$ cat src/rtl/apb_master_arbiter_if.sv
// ---------------------------------------------------------------------------
// apb_master_arbiter_if
// Bundles the requester-side handshake and the APB3 master bus of
// apb_master_arbiter.
//   master modport : the arbiter's view. It takes in requests and the
//                    slave response, and drives grants, completions and
//                    the APB controls.
//   slave modport  : the opposite view, used by requesters and the APB
//                    slave (or a bench).
// Requester i uses slice i of req_addr/req_wdata.
// ---------------------------------------------------------------------------
interface apb_master_arbiter_if #(
    parameter int NUM_REQ    = 2,
    parameter int DATA_WIDTH = 32,
    parameter int ADDR_WIDTH = 32
);
    logic [NUM_REQ-1:0]            req_valid;
    logic [NUM_REQ-1:0]            req_write;
    logic [NUM_REQ*ADDR_WIDTH-1:0] req_addr;
    logic [NUM_REQ*DATA_WIDTH-1:0] req_wdata;
    logic [NUM_REQ-1:0]            req_ready;
    logic [NUM_REQ-1:0]            rsp_valid;
    logic [DATA_WIDTH-1:0]         rsp_rdata;
    logic                          rsp_err;
    logic                          busy;
    logic                          PSELx;
    logic                          PENABLE;
    logic                          PWRITE;
    logic [ADDR_WIDTH-1:0]         PADDR;
    logic [DATA_WIDTH-1:0]         PWDATA;
    logic [DATA_WIDTH-1:0]         PRDATA;
    logic                          PREADY;
    logic                          PSLVERR;

    modport master (
        input  req_valid, req_write, req_addr, req_wdata, PRDATA, PREADY, PSLVERR,
        output req_ready, rsp_valid, rsp_rdata, rsp_err, busy,
               PSELx, PENABLE, PWRITE, PADDR, PWDATA
    );

    modport slave (
        output req_valid, req_write, req_addr, req_wdata, PRDATA, PREADY, PSLVERR,
        input  req_ready, rsp_valid, rsp_rdata, rsp_err, busy,
               PSELx, PENABLE, PWRITE, PADDR, PWDATA
    );
endinterface

$ cat src/rtl/apb_master_arbiter.sv
// ---------------------------------------------------------------------------
// apb_master_arbiter
// Shares one APB3 master port among NUM_REQ requesters. Arbitration is
// round-robin. The block sequences the SETUP/ACCESS phases, returns read
// data or error to the owner, and forces an error completion after
// WAIT_LIMIT wait states (WAIT_LIMIT=0 disables the timeout).
// Ports:
//   PCLK    : bus clock, rising edge
//   PRESETn : asynchronous active-low reset
//   bus     : apb_master_arbiter_if.master. It carries the requester
//             handshake (req_*/rsp_*), busy, and the APB signals.
// Every output is a flop.
// ---------------------------------------------------------------------------
module apb_master_arbiter #(
    parameter int NUM_REQ    = 2,
    parameter int DATA_WIDTH = 32,
    parameter int ADDR_WIDTH = 32,
    parameter int WAIT_LIMIT = 16
) (
    input  logic                 PCLK,
    input  logic                 PRESETn,
    apb_master_arbiter_if.master bus
);
    localparam int            PW = (NUM_REQ > 1) ? $clog2(NUM_REQ) : 1;
    localparam int            CW = (WAIT_LIMIT > 0) ? $clog2(WAIT_LIMIT + 1) : 1;
    localparam logic [PW:0]   NR = (PW+1)'(NUM_REQ);
    localparam logic [CW:0]   WL = (CW+1)'(WAIT_LIMIT);

    typedef enum logic [1:0] {IDLE, SETUP, ACCESS} state_t;

    state_t                r_state, w_state;
    logic [PW-1:0]         r_ptr, w_ptr, r_owner, w_owner;
    logic [CW-1:0]         r_cnt, w_cnt;
    logic                  r_psel, w_psel, r_penable, w_penable, r_pwrite, w_pwrite;
    logic [ADDR_WIDTH-1:0] r_paddr, w_paddr;
    logic [DATA_WIDTH-1:0] r_pwdata, w_pwdata, r_rdata, w_rdata;
    logic [NUM_REQ-1:0]    r_req_ready, w_req_ready, r_rsp_valid, w_rsp_valid;
    logic                  r_err, w_err;

    logic [NUM_REQ-1:0]    w_cand;
    logic                  w_found;
    logic [PW-1:0]         w_win, w_ptr_adv;
    logic [PW:0]           w_idx;
    logic [CW:0]           w_cnt_inc;
    logic                  w_timeout;
    logic                  w_free;

    // Round-robin pick. The owner is masked while its transfer is in ACCESS.
    // A request it still holds at its own completion edge therefore only
    // counts as a new transfer after rsp_valid has been issued.
    always_comb begin
        w_cand  = bus.req_valid;
        if (r_state == ACCESS) w_cand[r_owner] = 1'b0;
        w_found = 1'b0;
        w_win   = '0;
        w_idx   = '0;
        for (int k = 0; k < NUM_REQ; k++) begin
            w_idx = {1'b0, r_ptr} + (PW+1)'(k);
            if (w_idx >= NR) w_idx = w_idx - NR;
            if (!w_found && w_cand[w_idx[PW-1:0]]) begin
                w_found = 1'b1;
                w_win   = w_idx[PW-1:0];
            end
        end
        w_ptr_adv = ({1'b0, w_win} == NR - 1'b1) ? '0 : w_win + 1'b1;
    end

    assign w_cnt_inc = {1'b0, r_cnt} + 1'b1;
    assign w_timeout = (WAIT_LIMIT != 0) && (w_cnt_inc == WL);

    always_comb begin
        w_state     = r_state;
        w_ptr       = r_ptr;
        w_owner     = r_owner;
        w_cnt       = r_cnt;
        w_psel      = r_psel;
        w_penable   = r_penable;
        w_pwrite    = r_pwrite;
        w_paddr     = r_paddr;
        w_pwdata    = r_pwdata;
        w_req_ready = '0;
        w_rsp_valid = '0;
        w_rdata     = '0;
        w_err       = 1'b0;
        w_free      = 1'b0;
        case (r_state)
            IDLE: w_free = 1'b1;
            SETUP: begin
                w_state   = ACCESS;
                w_penable = 1'b1;
                w_cnt     = '0;
            end
            ACCESS: begin
                if (bus.PREADY) begin
                    w_rsp_valid[r_owner] = 1'b1;
                    w_err                = bus.PSLVERR;
                    w_rdata              = r_pwrite ? '0 : bus.PRDATA;
                    w_free               = 1'b1;
                end else if (w_timeout) begin
                    w_rsp_valid[r_owner] = 1'b1;
                    w_err                = 1'b1;
                    w_free               = 1'b1;
                end else begin
                    w_cnt = w_cnt_inc[CW-1:0];
                end
                if (w_free) begin
                    w_state   = IDLE;
                    w_psel    = 1'b0;
                    w_penable = 1'b0;
                end
            end
            default: w_state = IDLE;
        endcase
        // A grant can land on the completion edge. That makes back-to-back
        // transfers with PSELx held high.
        if (w_free && w_found) begin
            w_state            = SETUP;
            w_psel             = 1'b1;
            w_penable          = 1'b0;
            w_pwrite           = bus.req_write[w_win];
            w_paddr            = bus.req_addr[w_win*ADDR_WIDTH +: ADDR_WIDTH];
            w_pwdata           = bus.req_wdata[w_win*DATA_WIDTH +: DATA_WIDTH];
            w_req_ready[w_win] = 1'b1;
            w_owner            = w_win;
            w_ptr              = w_ptr_adv;
        end
    end

    always_ff @(posedge PCLK or negedge PRESETn) begin
        if (!PRESETn) begin
            r_state     <= IDLE;
            r_ptr       <= '0;
            r_owner     <= '0;
            r_cnt       <= '0;
            r_psel      <= 1'b0;
            r_penable   <= 1'b0;
            r_pwrite    <= 1'b0;
            r_paddr     <= '0;
            r_pwdata    <= '0;
            r_req_ready <= '0;
            r_rsp_valid <= '0;
            r_rdata     <= '0;
            r_err       <= 1'b0;
        end else begin
            r_state     <= w_state;
            r_ptr       <= w_ptr;
            r_owner     <= w_owner;
            r_cnt       <= w_cnt;
            r_psel      <= w_psel;
            r_penable   <= w_penable;
            r_pwrite    <= w_pwrite;
            r_paddr     <= w_paddr;
            r_pwdata    <= w_pwdata;
            r_req_ready <= w_req_ready;
            r_rsp_valid <= w_rsp_valid;
            r_rdata     <= w_rdata;
            r_err       <= w_err;
        end
    end

    assign bus.PSELx     = r_psel;
    assign bus.busy      = r_psel;
    assign bus.PENABLE   = r_penable;
    assign bus.PWRITE    = r_pwrite;
    assign bus.PADDR     = r_paddr;
    assign bus.PWDATA    = r_pwdata;
    assign bus.req_ready = r_req_ready;
    assign bus.rsp_valid = r_rsp_valid;
    assign bus.rsp_rdata = r_rdata;
    assign bus.rsp_err   = r_err;
endmodule

$ cat src/flat_wrapper.sv
// flat-port wrapper written by rule: the top's interface ports become plain ports
module apb_master_arbiter_flat 
#(
    parameter int NUM_REQ    = 2,
    parameter int DATA_WIDTH = 32,
    parameter int ADDR_WIDTH = 32,
    parameter int WAIT_LIMIT = 16
)
  (PCLK, PRESETn, bus_req_valid, bus_req_write, bus_req_addr, bus_req_wdata, bus_PRDATA, bus_PREADY, bus_PSLVERR, bus_req_ready, bus_rsp_valid, bus_rsp_rdata, bus_rsp_err, bus_busy, bus_PSELx, bus_PENABLE, bus_PWRITE, bus_PADDR, bus_PWDATA);
  apb_master_arbiter_if #(.NUM_REQ(NUM_REQ), .DATA_WIDTH(DATA_WIDTH), .ADDR_WIDTH(ADDR_WIDTH)) bus_i ();
  input  logic PCLK;
  input  logic PRESETn;
  input wire logic [$bits(bus_i.req_valid)-1:0] bus_req_valid;
  input wire logic [$bits(bus_i.req_write)-1:0] bus_req_write;
  input wire logic [$bits(bus_i.req_addr)-1:0] bus_req_addr;
  input wire logic [$bits(bus_i.req_wdata)-1:0] bus_req_wdata;
  input wire logic [$bits(bus_i.PRDATA)-1:0] bus_PRDATA;
  input wire logic [$bits(bus_i.PREADY)-1:0] bus_PREADY;
  input wire logic [$bits(bus_i.PSLVERR)-1:0] bus_PSLVERR;
  output wire logic [$bits(bus_i.req_ready)-1:0] bus_req_ready;
  output wire logic [$bits(bus_i.rsp_valid)-1:0] bus_rsp_valid;
  output wire logic [$bits(bus_i.rsp_rdata)-1:0] bus_rsp_rdata;
  output wire logic [$bits(bus_i.rsp_err)-1:0] bus_rsp_err;
  output wire logic [$bits(bus_i.busy)-1:0] bus_busy;
  output wire logic [$bits(bus_i.PSELx)-1:0] bus_PSELx;
  output wire logic [$bits(bus_i.PENABLE)-1:0] bus_PENABLE;
  output wire logic [$bits(bus_i.PWRITE)-1:0] bus_PWRITE;
  output wire logic [$bits(bus_i.PADDR)-1:0] bus_PADDR;
  output wire logic [$bits(bus_i.PWDATA)-1:0] bus_PWDATA;
  assign bus_i.req_valid = bus_req_valid;
  assign bus_i.req_write = bus_req_write;
  assign bus_i.req_addr = bus_req_addr;
  assign bus_i.req_wdata = bus_req_wdata;
  assign bus_i.PRDATA = bus_PRDATA;
  assign bus_i.PREADY = bus_PREADY;
  assign bus_i.PSLVERR = bus_PSLVERR;
  assign bus_req_ready = bus_i.req_ready;
  assign bus_rsp_valid = bus_i.rsp_valid;
  assign bus_rsp_rdata = bus_i.rsp_rdata;
  assign bus_rsp_err = bus_i.rsp_err;
  assign bus_busy = bus_i.busy;
  assign bus_PSELx = bus_i.PSELx;
  assign bus_PENABLE = bus_i.PENABLE;
  assign bus_PWRITE = bus_i.PWRITE;
  assign bus_PADDR = bus_i.PADDR;
  assign bus_PWDATA = bus_i.PWDATA;
  apb_master_arbiter #(.NUM_REQ(NUM_REQ), .DATA_WIDTH(DATA_WIDTH), .ADDR_WIDTH(ADDR_WIDTH), .WAIT_LIMIT(WAIT_LIMIT)) u_core (.PCLK(PCLK), .PRESETn(PRESETn), .bus(bus_i));
endmodule
$ cat config.mk
export PLATFORM = sky130hd
export DESIGN_NAME = apb_master_arbiter_flat
export DESIGN_NICKNAME = d
export VERILOG_FILES = /design/src/rtl/apb_master_arbiter_if.sv /design/src/rtl/apb_master_arbiter.sv /design/src/flat_wrapper.sv
export SDC_FILE = /design/constraint.sdc
export NUM_CORES = 1
export LEC_CHECK = 0
export ABC_AREA = 1
export CAP_MARGIN = 0
export CORE_ASPECT_RATIO = 0.75
export CORE_MARGIN = 2
export CORE_UTILIZATION = 41
export CTS_BUF_LIST = sky130_fd_sc_hd__clkbuf_4 sky130_fd_sc_hd__clkbuf_8
export CTS_CLUSTER_SIZE = 14
export DETAILED_ROUTE_END_ITERATION = 7
export GPL_TIMING_DRIVEN = 1
export PLACE_DENSITY = 0.89
export REMOVE_ABC_BUFFERS = 1
export SETUP_SLACK_MARGIN = 0.05
export SYNTH_ARGS = -nofsm -noshare
export SYNTH_HDL_FRONTEND = slang
export SYNTH_SLANG_ARGS = --single-unit
$ cat constraint.sdc
create_clock -name PCLK -period 2.2 [get_ports PCLK]
set_input_delay 0.44 -clock PCLK [delete_from_list [all_inputs] [get_ports PCLK]]
set_output_delay 0.44 -clock PCLK [all_outputs]
set_load 0.005 [all_outputs]
==> results.cfg <==
[sta]
period_needed_ns = 1.90
fmax_mhz = 527
min_period_over_period_pct = 86.3
setup_viol = 0
skew_ns = 0.0121
drv_slew = 0
max-slew-margin-rel_pct = 75.9
grt_setup_unrepaired = no
hold_viol_final = 0
fin_ws_ns = 0.302
hold_slack_ns = 0.471
worst_slew_pin_slew_ns = 0.362

[setup_path]
path_common_cell = nand2_1
crit_chain = ha_1, inv_1, nand2_1, nand2_1, nor2_1, nand3_1, nand3_2, nand2_2, buf_4, nand2_1, nand2_1
crit_buf_inv = 2
worst_setup_path_start_kind = register
cp.arrival_ns = 2.26
endpoint_kind = register
worst_path_max_delay_cell = dfrtp_1
crit_required_ns = 2.56
path_class = register to register
rrSetupSlack_ns = 0.30
max_stage_delay_ns = 0.43
path_max_fanout = 30
critPathTopFamily = simple AND/OR/NAND/NOR gates

[place]
dp_hpwl_um = 11800
dpl_cell_area_um2 = 8250
dp.cells = 1111
io_buffers = 272
place_ws_ns = 0.171
gp_congestion = 0.804

[cells_and_area]
layout_common_cells = 297 x nand2_1, 271 x clkdlybuf4s50_1, 139 x nand3_1
fin_nets = 1130
drive_gt1_share_pct = 5.86
final_common_cell = nand2_1
area_delta_synth_final_pct = 61.7
fin_cells = 1144
fillers = 1084
final_cell_area_um2 = 8630
n_antenna_cell = 0
post-route-util_pct = 67.2

[logic_synthesis]
synth-seq-cells = 113
synth_top_area_share_pct = 53.0
syn_avg_cell_area_um2 = 7.63
synth_top_area_cell = dfrtp_1
seq_area_frac_synth_pct = 53.0
synth_area_um2 = 5340
yosysWarnings = 0
yosys-top-cells-area = dfrtp_1 53%, nand2_1 21%, nand3_1 13%, inv_1 3.2%, nor2_1 2.9%
synth_cell_types = 21
synth_cells = 699

[global_routing]
grt_max_degree = 68
gr-total-overflow = 0
grt_first_pass_wirelength_um = 26100
grt_pass1_vias = 5105
antenna_found_initial = 0
grt_usage_pct = 24.1

[power]
vdd_ir_drop_max_mv = 0.513
leakagePower_nw = 4.39
power_density_nw_per_um2 = 1090

[clock_tree]
cts_tree = yes
cts-root-buf = clkbuf_8
ctsHoldBuffers = 1
cts_sinks = 113
cts_buffers = 17
insertion_delay_ns = 0.42
path_clk_slew_ns = 0.07
htreeDepth = 4
cts_resized = 0
cts_max_path_buffers = 2
post-cts-setup-buffers = 0

[floorplanning]
die_h_um = 103
die_x_um = 136
rows = 36
initial_core_util_pct = 41.6
io_pins = 273
core-area_um2 = 12800
die_area_um2 = 14000

[drt]
drt_iter0_drc = 249
drt_first_pass_iters = 5
wirelength_um = 16300
ant_nets = 0
dr_total_vias = 5417
wl_per_cell_um = 14.3
post-route-drc-count = 0
vias_per_cell = 4.74

[worst_hold_path]
hp-class = primary input to asynchronous set/reset pin

[job]
maxCapViolations = 0

[run_status]
status = completed
metrics by stage:
| step | TNS, ns | power (W) |
|---|---|---|
| floorplan | -107.46 | 0.00505 |
| global placement | 0 | 0.00752 |
| detailed placement | 0 | 0.00765 |
| CTS | 0 | 0.00950 |
| global route | 0 | 0.0101 |
| finish | 0 | 0.00942 |
layout make-up:
class                           count  area (um^2)  area share [%]
Inverter                           47          176            2.04
Clock inverter                     15          138            1.59
Multi-Input combinational cell    493         2100            24.3
Timing Repair Buffer              288         2940            34.1
Clock buffer                       17          234            2.71
Tap cell                          171          214            2.48
Sequential cell                   113         2830            32.8
where the power goes:
part	internal, W	leakage, nW	total (W)	switching, W
Sequential	0.00281	1.46	0.00322	0.000410
Clock	0.000899	0.176	0.00182	0.000919
Combinational	0.00220	2.75	0.00439	0.00219
routing by layer:
metal	up-vias	share of wire (%)	global-route usage, %	wire, um
met1	2473	42	30.4	6910
met3	28	8.6	7.87	1410
li1	2703	-	-	-
met5	-	0	0	0
met2	213	47	39.2	7680
met4	0	2.1	8.89	343
worst reg2reg max path: cells and delay by family (launching register included):
family,cells,cell delay (ns)
flops,1,0.43
fa+ha+maj,1,0.27
simple gates,8,0.75
buf+inv,2,0.39
Yosys cell counts:
cell      number
nand2_1      298
o21ai_2        1
ha_1           2
clkbuf_1      17
nand3_2        1
buf_6          1
inv_2          2
nor2_1        41
a21oi_4        1
buf_2         18
dfrtp_1      113
buf_1          1
and3_1         1
buf_4          9
nand3_1      139
nor2_4         1
inv_1         45
nand4_1        2
a21oi_1        2
nand3b_1       2
nand2_2        2
worst paths after layout:
path	startpoint	endpoint	cells past startpoint
min	PRESETn	u_core.bus.PWRITE$_DFFE_PN0P_	2
min reg2reg	u_core.r_owner$_DFFE_PN0P_	u_core.bus.rsp_valid[0]$_DFF_PN0_	1
max in group asynchronous	PRESETn	u_core.bus.rsp_rdata[7]$_DFF_PN0_	3
max	u_core.r_cnt[0]$_DFFE_PN0P_	u_core.bus.PWDATA[3]$_DFFE_PN0P_	11
max reg2reg	u_core.r_cnt[0]$_DFFE_PN0P_	u_core.bus.PWDATA[3]$_DFFE_PN0P_	11
min in group PCLK	u_core.r_owner$_DFFE_PN0P_	u_core.bus.rsp_valid[0]$_DFF_PN0_	1
flip-flops by register name, indices dropped and copies added, names as in the netlist:
name / flops
u_core.r_cnt: 5
u_core.bus.PWDATA: 32
u_core.bus.rsp_rdata: 32
u_core.bus.req_ready: 2
u_core.bus.PADDR: 32
u_core.bus.PSELx: 1
u_core.r_ptr: 1
u_core.bus.PWRITE: 1
u_core.r_state: 2
u_core.bus.PENABLE: 1
u_core.bus.rsp_err: 1
u_core.bus.rsp_valid: 2
u_core.r_owner: 1
kinds of logic after synthesis:
| group | synth area share (%) |
|---|---|
| AO/OA/AOI/OAI | 0.657 |
| adder cells (fa/ha/maj) | 0.469 |
| buffers and inverters | 7.74 |
| flip-flops | 53.0 |
| AND/OR/NAND/NOR | 38.1 |
Power figures use the tool's default switching activity.
